--- src/rtl/sram_mbist_pkg.sv ---
// sram_mbist_pkg: March C- states, per-element direction/data tables and shared sizing helpers.
package sram_mbist_pkg;
  typedef enum logic [2:0] {S_IDLE, S_M0, S_M1, S_M2, S_M3, S_M4, S_M5, S_DRAIN} march_state_t;
  // One bit per state ordinal: M3/M4 descend, M1..M5 read, M0..M4 write.
  localparam logic [7:0] ELEM_DOWN = 8'b0011_0000;
  localparam logic [7:0] ELEM_RD   = 8'b0111_1100;
  localparam logic [7:0] ELEM_WR   = 8'b0011_1110;
  localparam logic [7:0] EXP_ONE   = 8'b0010_1000;
  localparam logic [7:0] WR_ONE    = 8'b0001_0100;
  localparam int FAIL_CNT_W = 16;
  function automatic int op_count(input int aw);
    return 10 * (2 ** aw);
  endfunction
endpackage

--- src/rtl/sram_mbist_ctrl.sv ---
// sram_mbist_ctrl: March C- sequencer, expected-data pipeline and compare; SRAM_BIST_DIAG_EN adds fail address/count capture.
module sram_mbist_ctrl
  import sram_mbist_pkg::*;
#(
  parameter int P_DATA_WIDTH = 64,
  parameter int P_ADDR_WIDTH = 6,
  parameter int P_READ_LAT   = 1
) (
  input  logic                    clk,
  input  logic                    rst,
  input  logic                    start,
  input  logic [P_DATA_WIDTH-1:0] dout,
  output logic                    busy,
  output logic                    done,
  output logic                    fail,
  output logic                    op_en,
  output logic                    op_we,
  output logic                    op_rd,
  output logic [P_ADDR_WIDTH-1:0] op_addr,
  output logic [P_DATA_WIDTH-1:0] op_wdata
`ifdef SRAM_BIST_DIAG_EN
  ,
  output logic [P_ADDR_WIDTH-1:0] fail_addr,
  output logic [FAIL_CNT_W-1:0]   fail_cnt
`endif
);
  march_state_t state, state_n, nxt;
  logic [P_ADDR_WIDTH-1:0] addr, addr_n;
  logic ph, ph_n, go, two_op, adv, last, drained, miss;
  logic [1:0] dcnt, dcnt_n;
  logic [P_READ_LAT-1:0] v_q;
  logic [P_DATA_WIDTH-1:0] exp_q [P_READ_LAT];
  assign busy = state != S_IDLE;
  assign go = start & ~busy;
  assign drained = state == S_DRAIN && dcnt == 2'(P_READ_LAT);
  assign miss = v_q[P_READ_LAT-1] && dout != exp_q[P_READ_LAT-1];
  assign op_addr = addr;
  assign op_wdata = {P_DATA_WIDTH{WR_ONE[state]}};
  always_comb begin
    nxt = march_state_t'(state + 3'd1);
    two_op = ELEM_RD[state] & ELEM_WR[state];
    op_en = busy && state != S_DRAIN;
    op_we = op_en & ELEM_WR[state] & (~two_op | ph);
    op_rd = op_en & ELEM_RD[state] & ~op_we;
    adv = op_en & (~two_op | ph);
    last = ELEM_DOWN[state] ? addr == '0 : addr == '1;
    state_n = go ? S_M0 : drained ? S_IDLE : (adv & last) ? nxt : state;
    addr_n = (adv & last) ? {P_ADDR_WIDTH{ELEM_DOWN[nxt]}}
           : adv ? (ELEM_DOWN[state] ? addr - P_ADDR_WIDTH'(1) : addr + P_ADDR_WIDTH'(1)) : addr;
    ph_n = op_en & two_op & ~ph;
    dcnt_n = (state == S_DRAIN && !drained) ? dcnt + 2'd1 : 2'd0;
  end
  always_ff @(posedge clk) begin
    if (rst) begin
      state <= S_IDLE;
      addr <= '0;
      ph <= 1'b0;
      dcnt <= 2'd0;
    end else begin
      state <= state_n;
      addr <= addr_n;
      ph <= ph_n;
      dcnt <= dcnt_n;
    end
  end
  // Expected word and valid tag travel with the read so the compare lines up with A_DOUT.
  always_ff @(posedge clk) begin
    if (rst) begin
      v_q <= '0;
      for (int i = 0; i < P_READ_LAT; i++) exp_q[i] <= '0;
      done <= 1'b0;
      fail <= 1'b0;
    end else begin
      v_q[0] <= op_rd;
      exp_q[0] <= {P_DATA_WIDTH{EXP_ONE[state]}};
      for (int i = 1; i < P_READ_LAT; i++) begin
        v_q[i] <= v_q[i-1];
        exp_q[i] <= exp_q[i-1];
      end
      done <= go ? 1'b0 : drained ? 1'b1 : done;
      fail <= go ? 1'b0 : miss ? 1'b1 : fail;
    end
  end
`ifdef SRAM_BIST_DIAG_EN
  logic [P_ADDR_WIDTH-1:0] a_q [P_READ_LAT];
  always_ff @(posedge clk) begin
    if (rst) begin
      for (int i = 0; i < P_READ_LAT; i++) a_q[i] <= '0;
      fail_addr <= '0;
      fail_cnt <= '0;
    end else begin
      a_q[0] <= addr;
      for (int i = 1; i < P_READ_LAT; i++) a_q[i] <= a_q[i-1];
      fail_addr <= go ? '0 : (miss & ~fail) ? a_q[P_READ_LAT-1] : fail_addr;
      fail_cnt <= go ? '0 : (miss && fail_cnt != '1) ? fail_cnt + FAIL_CNT_W'(1) : fail_cnt;
    end
  end
`endif
endmodule

--- src/rtl/sram_1p_mbist.sv ---
// sram_1p_mbist: single-port SRAM model with built-in March C- BIST; SRAM_BIST_DIAG_EN adds fail address/count outputs.
module sram_1p_mbist
  import sram_mbist_pkg::*;
#(
  parameter int P_DATA_WIDTH = 64,
  parameter int P_ADDR_WIDTH = 6,
  parameter int P_READ_LAT   = 1
) (
  input  logic                    A_CLK,
  input  logic                    A_RST,
  input  logic [P_ADDR_WIDTH-1:0] A_ADDR,
  input  logic [P_DATA_WIDTH-1:0] A_DIN,
  input  logic [P_DATA_WIDTH-1:0] A_BM,
  input  logic                    A_MEN,
  input  logic                    A_WEN,
  input  logic                    A_REN,
  input  logic                    A_DLY,
  output logic [P_DATA_WIDTH-1:0] A_DOUT,
  input  logic                    A_BIST_START,
  output logic                    A_BIST_BUSY,
  output logic                    A_BIST_DONE,
  output logic                    A_BIST_FAIL
`ifdef SRAM_BIST_DIAG_EN
  ,
  output logic [P_ADDR_WIDTH-1:0] A_BIST_FAIL_ADDR,
  output logic [FAIL_CNT_W-1:0]   A_BIST_FAIL_CNT
`endif
);
  logic [P_DATA_WIDTH-1:0] mem [2**P_ADDR_WIDTH];
  logic busy, op_en, op_we, op_rd, en, we, re, unused;
  logic [P_ADDR_WIDTH-1:0] op_addr, addr;
  logic [P_DATA_WIDTH-1:0] op_wdata, din, bm, merged, rd_q;
  sram_mbist_ctrl #(
    .P_DATA_WIDTH(P_DATA_WIDTH),
    .P_ADDR_WIDTH(P_ADDR_WIDTH),
    .P_READ_LAT(P_READ_LAT)
  ) u_ctrl (
    .clk(A_CLK),
    .rst(A_RST),
    .start(A_BIST_START),
    .dout(A_DOUT),
    .busy(busy),
    .done(A_BIST_DONE),
    .fail(A_BIST_FAIL),
    .op_en(op_en),
    .op_we(op_we),
    .op_rd(op_rd),
    .op_addr(op_addr),
    .op_wdata(op_wdata)
`ifdef SRAM_BIST_DIAG_EN
    ,
    .fail_addr(A_BIST_FAIL_ADDR),
    .fail_cnt(A_BIST_FAIL_CNT)
`endif
  );
  assign A_BIST_BUSY = busy;
  assign unused = A_DLY;
  // A starting run wins over a coincident functional access.
  assign en = busy ? op_en : A_MEN & ~A_BIST_START;
  assign we = busy ? op_we : A_WEN;
  assign re = busy ? op_rd : A_REN;
  assign addr = busy ? op_addr : A_ADDR;
  assign din = busy ? op_wdata : A_DIN;
  assign bm = busy ? '1 : A_BM;
  assign merged = (mem[addr] & ~bm) | (din & bm);
  always_ff @(posedge A_CLK) if (en && we) mem[addr] <= merged;
  always_ff @(posedge A_CLK) begin
    if (A_RST) rd_q <= '0;
    else if (en && re) rd_q <= we ? merged : mem[addr];
  end
  generate
    if (P_READ_LAT == 2) begin : g_lat2
      logic [P_DATA_WIDTH-1:0] rd2_q;
      always_ff @(posedge A_CLK) rd2_q <= A_RST ? '0 : rd_q;
      assign A_DOUT = rd2_q;
    end else begin : g_lat1
      assign A_DOUT = rd_q;
    end
  endgenerate
endmodule

--- config.mk ---
export PLATFORM = sky130hd
export DESIGN_NAME = sram_1p_mbist
export DESIGN_NICKNAME = d
export VERILOG_FILES = /design/src/rtl/sram_mbist_pkg.sv /design/src/rtl/sram_mbist_ctrl.sv /design/src/rtl/sram_1p_mbist.sv
export SDC_FILE = /design/constraint.sdc
export NUM_CORES = 2
export LEC_CHECK = 0
export CORE_MARGIN = 2
export CORE_UTILIZATION = 55
export CTS_CLUSTER_DIAMETER = 60
export DETAILED_ROUTE_END_ITERATION = 16
export DONT_BUFFER_PORTS = 1
export HOLD_SLACK_MARGIN = 0.06
export PLACE_DENSITY_LB_ADDON = 0.05
export SYNTH_ARGS = -nofsm -noshare
export SYNTH_HDL_FRONTEND = slang
export SYNTH_MEMORY_MAX_BITS = 65536
export SYNTH_SLANG_ARGS = --single-unit
--- constraint.sdc ---
create_clock -name A_CLK -period 9.3 [get_ports A_CLK]
set_input_delay 0.465 -clock A_CLK [delete_from_list [all_inputs] [get_ports A_CLK]]
set_output_delay 0.465 -clock A_CLK [all_outputs]
set_load 0.02 [all_outputs]
==> flow_summary.json <==
{
  "die_w_um": 535,
  "ys.flop_type": "edfxtp_1",
  "grt_max_degree": 138,
  "min_period_over_period_pct": 75.0,
  "cts_sinks": 4176,
  "holdCritPathClass": "input port to flip-flop",
  "initial_core_util_pct": 55.4,
  "yosys_warnings": 0,
  "rsz0062_at_grt": "no",
  "regArea_um2": 125000,
  "powerDensity_nw_per_um2": 237,
  "path_cells": "inv_1 -> ha_1 -> nor2b_4 -> buf_4 -> inv_12 -> mux2_4 -> nor2_4 -> buf_4 -> nand2_1 -> nor2_4 -> buf_4",
  "cts_root_buffer": "clkbuf_16",
  "final.setup.tns_ns": 0,
  "drive_above_1_share_pct": 11.9,
  "grt_usage_pct": 35.6,
  "cpPeakStageDelay_ns": 1.31,
  "portBuffers": 0,
  "htree_levels": 5,
  "async_reset_ff_share_pct": 0,
  "fmax_mhz": 143,
  "fill_cells": 19600,
  "maxCapViolCount": 0,
  "pre_cts_ws_ns": 2.52,
  "dp_cells": 12200,
  "drt-total-wl_um": 518000,
  "die_h_um": 535,
  "required_ns": 9.89,
  "syn_area_um2": 155000,
  "fin_cells": 13100,
  "crit_path_top_delay_cell": "nor2_4",
  "cp_max_fo": 100,
  "globalRouteOverflowTotal": 0,
  "clock_path_buffers": 4,
  "path_common_cell": "buf_4",
  "hpwlAfterDp_um": 272000,
  "placed_area_um2": 162000,
  "total_leakage_power_nw": 53.8,
  "timing.final.ws_setup_ns": 2.33,
  "fin_area_um2": 177000,
  "multi_input_area_um2": 29700,
  "synth_seq_cells": 4176,
  "wl_per_cell_um": 39.6,
  "routabilityCongestion": 0.835,
  "criticalPathCategory": "flip-flop to flip-flop",
  "vias_per_cell": 7.31,
  "layout_common_cells": "edfxtp_1, a22oi_1, a221oi_1",
  "startpoint_type": "flip-flop",
  "synth_edf_count": 4096,
  "outcome": "completed",
  "vias": 95500,
  "irDropWorstVdd_mv": 0.170,
  "hold_viol_final": 0,
  "cts_tree": "yes",
  "grt_pass1_vias": 88900,
  "seq_area_frac_synth_pct": 80.3,
  "finalNetCount": 9139,
  "setup_viol": 0,
  "drc": 0,
  "worstMarginPinSlew_ns": 1.38,
  "clock_latency_ns": 0.97,
  "end_kind": "flip-flop",
  "io_pins": 208,
  "first_pass_iters": 7,
  "arrival_ns": 7.56,
  "cts.reportedPaths.clkPinSlew_ns": 0.06,
  "dieArea_um2": 286000,
  "grt_pass1_wl_um": 708000,
  "final_common_cell": "edfxtp_1",
  "synthCells": 8754,
  "synth_cell_types": 86,
  "avgSynthCellArea_um2": 17.7,
  "cts_made_buffers": 415,
  "fin_crit_ns": 6.97,
  "areaGrowthSynthToFinish_pct": 13.9,
  "finalMaxSlewViolations": 0,
  "syn-num-nets": 8907,
  "finalClockSkew_ns": 0.0439,
  "core_area_um2": 280000,
  "relSlewSlack_pct": 7.01,
  "drt_iter0_markers": 15300,
  "antenna_found_initial": 18,
  "drtAntennaViolNets": 0,
  "rows": 194
}
## critical path, delay by kind of cell, from the launching register on
kind	cells	cell delay, ns
adders and majority gates	1	0.37
buffers and inverters	5	1.98
DFF	1	0.38
muxes	1	0.49
and+or+nand+nor	4	3.28
## power breakdown
group,switching [mW],internal (mW),leakage [nW]
combinational,2.96,0.932,9.74
clock,7.01,9.34,6.44
sequential,0.0657,21.6,37.7
## synthesized netlist by cell type (all sizes together) (3+ instances only)
master  count  share of area [%]
a21o        3              0.015
ha         11              0.089
and3       63               0.25
nor3       40               0.13
nor2b       4              0.021
inv        13              0.033
o32ai      67               0.39
o31ai       5              0.024
o22ai     490                2.0
nor2      236               0.57
nand2      63               0.15
a31o        4              0.023
buf       252               0.85
a22oi    1071                5.2
a221oi    500                2.8
nor4      189               0.77
o21ai     155               0.50
nand3      41               0.14
clkbuf    398               0.96
o211ai      5              0.024
dfxtp      80                1.0
a21oi     321                1.0
nand4      14              0.056
nand2b      9              0.036
a22o      489                2.8
edfxtp   4096                 79
mux2i      43               0.33
nand3b      3              0.015
xnor2       3              0.017
o21a        4              0.019
a222oi      3              0.019
and4        3              0.017
mux2        7              0.056
o221ai      3              0.017
nor4b       5              0.032
nor3b       4              0.023
a31oi      20               0.10
## path summary, 6_finish.rpt
| check | start | end | slack [ns] | cells after the start |
|---|---|---|---|---|
| worst min register to register | u_ctrl.dcnt[0] | u_ctrl.dcnt[0] | 0.42 | 1 |
| worst min-delay path | A_BM[40] | mem[26][40] | 0.11 | 2 |
| worst max-delay path | u_ctrl.state[1] | mem[44][16] | 2.33 | 11 |
| worst max register to register | u_ctrl.state[1] | mem[44][16] | 2.33 | 11 |
## what timing repair did
| item | 4_1_cts | 5_1_grt |
|---|---|---|
| gates resized for setup | 0 | 0 |
| buffers inserted | 0 | 0 |
| hold endpoints to repair | 106 | 0 |
| hold buffers | 127 | 0 |
## metal layers
layer / track usage, % / routed length (µm)
met3: 8.97 / 69200
met1: 50.5 / 194000
met4: 14.3 / 23600
met5: 0 / 25
met2: 53.1 / 231000
## flip-flops by register name (all words and copies together) (netlist names)
| signal | flops |
|---|---|
| u_ctrl.op_addr | 6 |
| u_ctrl.state | 3 |
| u_ctrl.done | 1 |
| u_ctrl.fail | 1 |
| u_ctrl.v_q | 1 |
| u_ctrl.exp_q | 1 |
| mem | 4096 |
| A_DOUT | 64 |
| u_ctrl.dcnt | 2 |
| u_ctrl.ph | 1 |
## cells by family (layout without fill, tap and decap cells)
group | Yosys count | in the layout | synth area share (%)
DFF | 4176 | 4176 | 80.3
xor gates and xnor gates | 5 | 5 | 0.0282
and+or+nand+nor | 686 | 686 | 2.28
other | 0 | 10 | 0
buffers and inverters | 664 | 1240 | 1.85
muxes | 50 | 50 | 0.386
adders and majority gates | 12 | 12 | 0.102
AOI/OAI and AO/OA | 3161 | 3161 | 15.0
## metrics by stage
stage | hold WS, ns | total power [mW] | util [%]
3_3_place_gp | 0.412 | 25.7 | 58.0
6_report | 0.114 | 41.9 | 63.1
5_1_grt | 0.114 | 42.9 | 63.1
2_1_floorplan | 0.396 | 24.1 | -
3_5_place_dp | 0.413 | 25.8 | 58.0
4_1_cts | 0.0686 | 41.9 | 63.1
## cell type report
class                      count  share of cell area [%]
antenna                       10                  0.0142
inverter                      14                  0.0368
clock buffer                 529                    6.32
clock inverter               232                    1.12
tap                         3724                    2.64
multi-input combinational   3914                    16.8
timing repair buffer         465                    2.54
sequential                  4176                    70.5
No activity file was read; power rests on OpenSTA's default activity.
